### config.mk
export PLATFORM = sky130hd
export DESIGN_NAME = instr_sequencer
export DESIGN_NICKNAME = d
export VERILOG_FILES = /design/src/rtl/instr_sequencer.sv
export SDC_FILE = /design/constraint.sdc
export NUM_CORES = 1
export LEC_CHECK = 0
export CORE_MARGIN = 2
export CORE_UTILIZATION = 49
export CTS_BUF_LIST = sky130_fd_sc_hd__clkbuf_2 sky130_fd_sc_hd__clkbuf_4 sky130_fd_sc_hd__clkbuf_8
export DETAILED_ROUTE_END_ITERATION = 16
export PLACE_DENSITY = 0.8
export SYNTH_ARGS = -nofsm -noshare
export SYNTH_HDL_FRONTEND = slang
export SYNTH_SLANG_ARGS = --single-unit
### constraint.sdc
create_clock -name clk -period 1.7 [get_ports clk]
set_input_delay 0.17 -clock clk [delete_from_list [all_inputs] [get_ports clk]]
set_output_delay 0.17 -clock clk [all_outputs]
set_load 0.05 [all_outputs]
### src/rtl/instr_sequencer.sv
// instr_sequencer: eight-step microsequencer for a small accumulator CPU.
//
// It arms on the first sampled fetch=1. After that it steps 0..7 repeatedly,
// and on each step it registers the datapath strobes decoded from the
// current step, opcode and zero flag.
//
// Ports:
//   clk          - single clock; all state changes on posedge
//   reset        - synchronous, active-high; returns to IDLE
//   fetch        - fetch phase from the clock generator; arms the sequencer
//   opcode[2:0]  - instruction opcode
//   zero         - accumulator-zero flag (sampled at steps 5 and 7 only)
//   inc_pc, load_acc, load_pc, rd, wr, load_ir, datactl_ena
//                - registered datapath strobes
//   halt         - registered halt indication
//   step[2:0]    - current microstep index (debug)
//
// Parameter HALT_STICKY: 1 = halt latches until reset,
//                        0 = one-cycle halt pulse, sequencing continues.
module instr_sequencer #(
    parameter int HALT_STICKY = 1
) (
    input  logic       clk,
    input  logic       reset,
    input  logic       fetch,
    input  logic [2:0] opcode,
    input  logic       zero,
    output logic       inc_pc,
    output logic       load_acc,
    output logic       load_pc,
    output logic       rd,
    output logic       wr,
    output logic       load_ir,
    output logic       datactl_ena,
    output logic       halt,
    output logic [2:0] step
);

    localparam logic [1:0] IDLE   = 2'd0;
    localparam logic [1:0] RUN    = 2'd1;
    localparam logic [1:0] HALTED = 2'd2;

    localparam logic [2:0] OP_HLT  = 3'b000;
    localparam logic [2:0] OP_SKZ  = 3'b001;
    localparam logic [2:0] OP_ADD  = 3'b010;
    localparam logic [2:0] OP_ANDD = 3'b011;
    localparam logic [2:0] OP_XORR = 3'b100;
    localparam logic [2:0] OP_LDA  = 3'b101;
    localparam logic [2:0] OP_STO  = 3'b110;
    localparam logic [2:0] OP_JMP  = 3'b111;

    logic [1:0] mode;
    // Strobe vector order: {inc_pc, load_acc, load_pc, rd, wr, load_ir, datactl_ena}
    logic [6:0] strobes;
    logic [6:0] nxt_strobes;
    logic       nxt_halt;
    logic       alu_op;

    assign alu_op = (opcode == OP_ADD) || (opcode == OP_ANDD) ||
                    (opcode == OP_XORR) || (opcode == OP_LDA);

    always_comb begin
        nxt_strobes = '0;
        nxt_halt    = 1'b0;
        case (step)
            3'd0, 3'd1: begin
                nxt_strobes[3] = 1'b1;  // rd
                nxt_strobes[1] = 1'b1;  // load_ir
                nxt_strobes[6] = 1'b1;  // inc_pc
            end
            3'd2: ;
            3'd3: begin
                nxt_strobes[6] = 1'b1;
                nxt_halt       = (opcode == OP_HLT);
            end
            3'd4: begin
                if (opcode == OP_JMP) nxt_strobes[4] = 1'b1;
                if (alu_op)           nxt_strobes[3] = 1'b1;
                if (opcode == OP_STO) nxt_strobes[0] = 1'b1;
            end
            3'd5: begin
                if (alu_op) begin
                    nxt_strobes[3] = 1'b1;
                    nxt_strobes[5] = 1'b1;
                end
                if (opcode == OP_SKZ && zero) nxt_strobes[6] = 1'b1;
                if (opcode == OP_JMP) begin
                    nxt_strobes[6] = 1'b1;
                    nxt_strobes[4] = 1'b1;
                end
                if (opcode == OP_STO) begin
                    nxt_strobes[2] = 1'b1;
                    nxt_strobes[0] = 1'b1;
                end
            end
            3'd6: begin
                if (alu_op) begin
                    nxt_strobes[3] = 1'b1;
                    nxt_strobes[5] = 1'b1;
                end
                if (opcode == OP_STO) nxt_strobes[0] = 1'b1;
            end
            3'd7: begin
                if (opcode == OP_SKZ && zero) nxt_strobes[6] = 1'b1;
            end
            default: ;
        endcase
    end

    always_ff @(posedge clk) begin
        if (reset) begin
            mode    <= IDLE;
            step    <= '0;
            strobes <= '0;
            halt    <= 1'b0;
        end else begin
            case (mode)
                IDLE: begin
                    strobes <= '0;
                    halt    <= 1'b0;
                    step    <= '0;
                    if (fetch) mode <= RUN;
                end
                RUN: begin
                    // halt is only ever set by the step-3 HLT decode, so a
                    // registered halt here means the previous edge was that one.
                    if (HALT_STICKY != 0 && halt) begin
                        mode    <= HALTED;
                        strobes <= '0;
                    end else begin
                        strobes <= nxt_strobes;
                        halt    <= nxt_halt;
                        step    <= step + 3'd1;
                    end
                end
                HALTED: begin
                    strobes <= '0;
                    halt    <= 1'b1;
                end
                default: begin
                    mode    <= IDLE;
                    step    <= '0;
                    strobes <= '0;
                    halt    <= 1'b0;
                end
            endcase
        end
    end

    assign inc_pc      = strobes[6];
    assign load_acc    = strobes[5];
    assign load_pc     = strobes[4];
    assign rd          = strobes[3];
    assign wr          = strobes[2];
    assign load_ir     = strobes[1];
    assign datactl_ena = strobes[0];

endmodule

==> run_results.csv, run 1 <==
group,metric,value,unit
outcome,run_status,"finished clean",
clocking,cts_tree,"built",
grt,grt-ovfl-total,0,
timing,relSlewSlack,0.6688,
route,route.detailed.drc,0,
timing,rsz0062_at_grt,"false",
setup_path,crit_type,"register to register",
timing,fmax,645.2,MHz
synthesis,synth_top_family_by_area,"simple AND/OR/NAND/NOR gates",
setup_path,crit_required,1.92,ns
floorplan,die_area,1754,um2
synthesis,async_flop_share,0,
worst_hold_path,hp-class,"register to register",
timing,tightest_slew,0.4952,ns
synthesis,ys_seq_area_frac,0.3701,
synthesis,synth_ff_type,"dfxtp_1",
route,finalWirelength,1176,um
timing,finalSetupViolCount,0,
floorplan,fp.dieH,41.88,um
synthesis,yosys-top-cells-area,"dfxtp_1 37%, ha_1 18%, mux2i_1 4.3%",
grt,track_usage,0.1476,
setup_path,cp_max_fo,6,
job,max_cap_violations,0,
cells_and_area,fin_cells,106,
route,ant_nets,0,
clocking,insertion_delay,0.26,ns
clocking,root_buffer,"clkbuf_4",
clocking,h-tree-depth,1,
clocking,cts.sinks,13,
setup_path,worst_setup_path_end_kind,"register",
floorplan,die_x,41.88,um
synthesis,ys_warn_count,0,
pwr,power_density,1122,nW/um2
setup_path,arrival,1.77,ns
place,dp.cells,102,
route,dr_total_vias,539,
floorplan,rows,13,
timing,fin_ws,0.1502,ns
timing,slew_viol_final,0,
synthesis,netlist.area_leader.share,0.3701,
floorplan,coreArea,1318,um2
place,gp_congestion,0.7094,
synthesis,syn-mean-instance-area,9.904,um2
timing,setup_tns,0,ns
synthesis,synth_top_area_cell,"dfxtp_1",
synthesis,syn_inst,71,
timing,finalHoldViolations,0,
synthesis,syn_area,703.2,um2
cells_and_area,areaGrowthSynthToFinish,29.00,%
clocking,clock_path_buffers,2,
floorplan,ios,18,
synthesis,synth-compound-area-share,0.1281,
route,viasPerCell,5.085,
clocking,path_clk_slew,0.07,ns
synthesis,ys_ff_latch,13,
grt,antenna_found_initial,0,
synthesis,synth-edff-count,0,
pwr,leakagePower,0.3926,nW
floorplan,start_util,0.5337,
cells_and_area,nets,109,
timing,clock_skew,0.004564,ns
timing,fin_crit,1.550,ns
pwr,ir_worst_vdd,0.0008358,V
timing,finalCritPeriodShare,0.9117,
synthesis,postSynthNetCount,88,
place,pre_cts_ws,0.1619,ns
grt,grt_pass1_wl,2007,um
route,drtIter0Drc,7,
cells_and_area,drive_gt1_frac,0.1538,
clocking,cts_resized,0,
synthesis,synth_cell_types,28,
route,dr.pass1.iters,4,
synthesis,synth_mux_area_frac,0.04270,
synthesis,synthXorXnorAreaFrac,0.01246,
place,port_buffers,17,
synthesis,synthSimpleGateAreaFrac,0.1975,
cells_and_area,antenna_cells,0,
grt,grt_max_degree,11,
clocking,numCtsBuffers,3,
grt,grt_pass1_vias,490,
clocking,cts_hold_buf,0,
clocking,post_cts_buffers,0,
pwr,p_total,1.017,mW
route,avgRoutedWirePerCell,11.09,um
place,dp_hpwl,972.6,um
synthesis,synth_fa_ha_area_frac,0.1779,
setup_path,start_kind,"register",
[worst max-delay path: stages, from the launching register on]
cell and delay (ns):
dfxtp_1 0.33, inv_1 0.10, ha_1 0.22, or3b_1 0.48
nor3_2 0.21, o31a_2 0.16
[sequential cells by signal (all words and copies together), names as in the netlist]
name     cells
step         3
mode         2
halt         1
strobes      7
[cell usage in the layout (no fill, tap or decap), drive strengths merged, types with 3 or more instances in the layout]
cell type,Yosys,layout
buf,2,6
clkbuf,1,4
clkdlybuf4s50,0,13
dfxtp,13,13
ha,10,10
inv,8,8
mux2i,3,3
nand2b,4,4
nor2,4,4
nor3,3,3
nor3b,3,3
[logic make-up after synthesis]
kind of cell | Yosys count
AO/OA/AOI/OAI | 12
adder cells (fa/ha/maj) | 10
flip-flops | 13
buffers and inverters | 11
AND/OR/NAND/NOR | 21
XOR/XNOR | 1
multiplexers | 3
[worst paths after layout]
path,from,to,slack (ns),cells after the start
max,mode[1]$_SDFFE_PP0P_,strobes[0]$_SDFF_PP0_,0.15,5
min,mode[1]$_SDFFE_PP0P_,mode[1]$_SDFFE_PP0P_,0.51,2
max reg2reg,mode[1]$_SDFFE_PP0P_,strobes[0]$_SDFF_PP0_,0.15,5
min reg2reg,mode[1]$_SDFFE_PP0P_,mode[1]$_SDFFE_PP0P_,0.51,2
[synth_stat cells, types with 2 or more instances]
cell type / number
a22oi_1: 2
a21o_1: 2
nor2_1: 4
nand2b_1: 4
mux2i_1: 3
a221oi_1: 2
a21oi_1: 2
dfxtp_1: 13
nor3_1: 2
ha_1: 10
inv_1: 8
nor3b_1: 3
[layout make-up]
class,instances,area (um2)
clock buffers,4,30.03
multi-input cells,47,392.9
repair buffers,19,175.2
well taps,15,18.77
flip-flops and latches,13,260.3
inverters,8,30.03
fillers,108,410.4
[routing by layer]
| layer | vias up | part of all wire | wire length [um] | track usage |
|---|---|---|---|---|
| li1 | 282 | - | - | - |
| met1 | 235 | 0.46 | 544 | 0.1729 |
| met2 | 18 | 0.47 | 552 | 0.2500 |
| met3 | 4 | 0.050 | 59 | 0.03043 |
| met4 | 0 | 0.016 | 19 | 0.07742 |
| met5 | - | 0 | 0 | 0 |
[per-stage QoR]
stage / util / area, um2 / hold slack, ns
CTS: 0.6885 / 907.1 / 0.5217
finish: 0.6885 / 907.1 / 0.5101
global route: 0.6885 / 907.1 / 0.5599
global placement: 0.6657 / 877.1 / 0.4935
detailed placement: 0.6657 / 877.1 / 0.5017
floorplan: - / 703.2 / 0.3392
[where the power goes]
group	switching, mW	internal [mW]	leakage [nW]	total, mW
logic	0.260	0.179	0.269	0.439
registers	0.0322	0.352	0.106	0.384
clock network	0.0877	0.107	0.0184	0.194
Note: power is estimated with default switching activity, not from simulation.
==> run 2: changes to the inputs <==
- PLACE_DENSITY: 0.8 -> 0.78
==> run 2 against run 1 <==
Sequential share of layout area unchanged. Fmax increased by 0.48%. Worst setup slack improved by 0.0074 ns. Critical path depth decreased by 4. Clock skew decreased by 0.0028 ns. Routed wire length increased by 2.0%. Final area unchanged. Via count decreased by 0.93%. First-iteration DRC count increased by 43%. Register-to-register slack about the same. Power increased by 1.1%. Worst hold slack got worse by 0.0094 ns. Critical endpoint is now rd. Largest cell class unchanged. Highest routed layer unchanged.
==> run_results.csv, run 2 (synthesized netlist as in run 1, its figures left out) <==
group,metric,value,unit
outcome,run_status,"finished clean",
floorplan,rows,13,
cells_and_area,postLayoutCellArea,907.1,um2
pwr,leakagePower,0.3926,nW
place,place_area,877.1,um2
clocking,insertion_delay,0.27,ns
setup_path,crit_slowest_cell,"clkdlybuf4s50_1",
floorplan,coreArea,1318,um2
clocking,cts_hold_buf,0,
clocking,cts_tree,"built",
cells_and_area,antenna_cells,0,
clocking,post_cts_buffers,0,
setup_path,crit_required,1.53,ns
timing,setup_tns,0,ns
setup_path,arrival,1.37,ns
place,dp_hpwl,975,um
grt,grt_pass1_wl,2028,um
setup_path,critPathMaxStageDelay,0.79,ns
cells_and_area,nets,109,
cells_and_area,nFillCells,107,
pwr,pwr-share-comb,0.428,
setup_path,crit_type,"register to output port",
timing,finalCritPeriodShare,0.9073,
floorplan,die_area,1754,um2
route,drtIter0Drc,10,
pwr,power.share.clock,0.196,
floorplan,fp.dieH,41.88,um
job,max_cap_violations,0,
pwr,p_switching,391.3,uW
setup_path,crit_family,"buffers and inverters",
setup_path,start_kind,"register",
grt,track_usage,0.1520,
place,gp_congestion,0.7438,
grt,grtUsageMet3,0.03478,
grt,grt-ovfl-total,0,
worst_hold_path,hp-class,"register to register",
setup_path,critical_path_buf_inv_count,1,
setup_path,path_cells,"clkdlybuf4s50_1",
timing,fmax,648.3,MHz
timing,finalSetupViolCount,0,
timing,fin_crit,1.542,ns
route,dr.pass1.iters,4,
place,pre_cts_ws,0.1782,ns
pwr,power.internal,637.8,uW
clocking,numCtsBuffers,3,
clocking,clock_path_buffers,2,
cells_and_area,reg_top3,"strobes (7), step (3), mode (2)",
grt,grt_pass1_vias,497,
timing,clock_skew,0.001757,ns
timing,slew_viol_final,0,
timing,finalHoldViolations,0,
route,finalWirelength,1200,um
timing,rsz0062_at_grt,"false",
route,route.detailed.drc,0,
place,port_buffers,17,
cells_and_area,largest_reg_flops,7,
clocking,cts_resized,0,
pwr,ir_worst_vdd,0.0006900,V
cells_and_area,drive_gt1_frac,0.1538,
clocking,h-tree-depth,1,
pwr,p_sw_frac,0.3802,
setup_path,worst_setup_path_end_kind,"output port",
timing,tightest_slew,0.4968,ns
grt,grt_max_degree,12,
route,dr_total_vias,534,
timing,fin_ws,0.1576,ns
grt,use_met2,0.2469,
setup_path,cp_max_fo,1,
cells_and_area,areaGrowthSynthToFinish,29.00,%
floorplan,ios,18,
route,ant_nets,0,
grt,top_usage_layer,"met2",
clocking,path_clk_slew,0.08,ns
clocking,cts.sinks,13,
grt,antenna_found_initial,0,
floorplan,die_x,41.88,um
pwr,p_seq_frac,0.376,
pwr,power_density,1134,nW/um2
timing,relSlewSlack,0.6678,
floorplan,start_util,0.5337,
cells_and_area,top_register,"strobes",
cells_and_area,layout_common_cells,"13 x dfxtp_1, 13 x clkdlybuf4s50_1, 10 x ha_1, 8 x inv_1, 6 x buf_4",
route,avgRoutedWirePerCell,11.32,um
clocking,root_buffer,"clkbuf_4",
grt,met1_usage,0.1865,
route,viasPerCell,5.038,
==> run 2: cell counts in the layout (fill, tap and decap cells not counted) <==
No cell type changed its count.
==> run 2: layer usage <==
layer  vias to the layer above  wire [um]
li1                        285          -
met1                       234        574
met2                        13        558
met3                         2         52
met4                         0         14
met5                         -          0
==> run 2: worst paths after layout <==
check	start	endpoint	slack, ns	cells after the start
hold / removal	mode[1]$_SDFFE_PP0P_	mode[1]$_SDFFE_PP0P_	0.50	2
setup reg to reg	mode[1]$_SDFFE_PP0P_	strobes[0]$_SDFF_PP0_	0.16	5
setup / recovery	strobes[3]$_SDFF_PP0_	rd	0.16	1
hold reg to reg	mode[1]$_SDFFE_PP0P_	mode[1]$_SDFFE_PP0P_	0.50	2
==> run 2: area by class of cell <==
class                      instances  area [um2]  share of cell area
multi-input combinational         47       392.9              0.4331
sequential                        13       260.3              0.2869
timing repair buffer              19       175.2              0.1931
clock buffer                       4       30.03             0.03310
inverter                           8       30.03             0.03310
tap                               15       18.77             0.02069
==> run 2: per-stage QoR <==
stage	cells	util	total power, mW	hold slack [ns]
4_1_cts	106	0.6885	1.040	0.5073
3_3_place_gp	102	0.6657	0.8271	0.4919
6_report	106	0.6885	1.029	0.5007
3_5_place_dp	102	0.6657	0.8360	0.4906
2_1_floorplan	71	-	0.7248	0.3392
5_1_grt	106	0.6885	1.107	0.5468
==> run 2: power by group through the flow <==
stage	registers, mW	clock network (mW)	logic [mW]
finish	0.387	0.202	0.440
global route	0.393	0.222	0.493
CTS	0.387	0.209	0.444
detailed placement	0.393	0	0.443
global placement	0.389	0	0.438
floorplan	0.482	0	0.243
==> run 3: changes to the inputs <==
- CTS_CLUSTER_SIZE: not set -> 10
==> results of run 3 <==
Same layout as run 2: the final DEF is identical, and so are final timing and power.
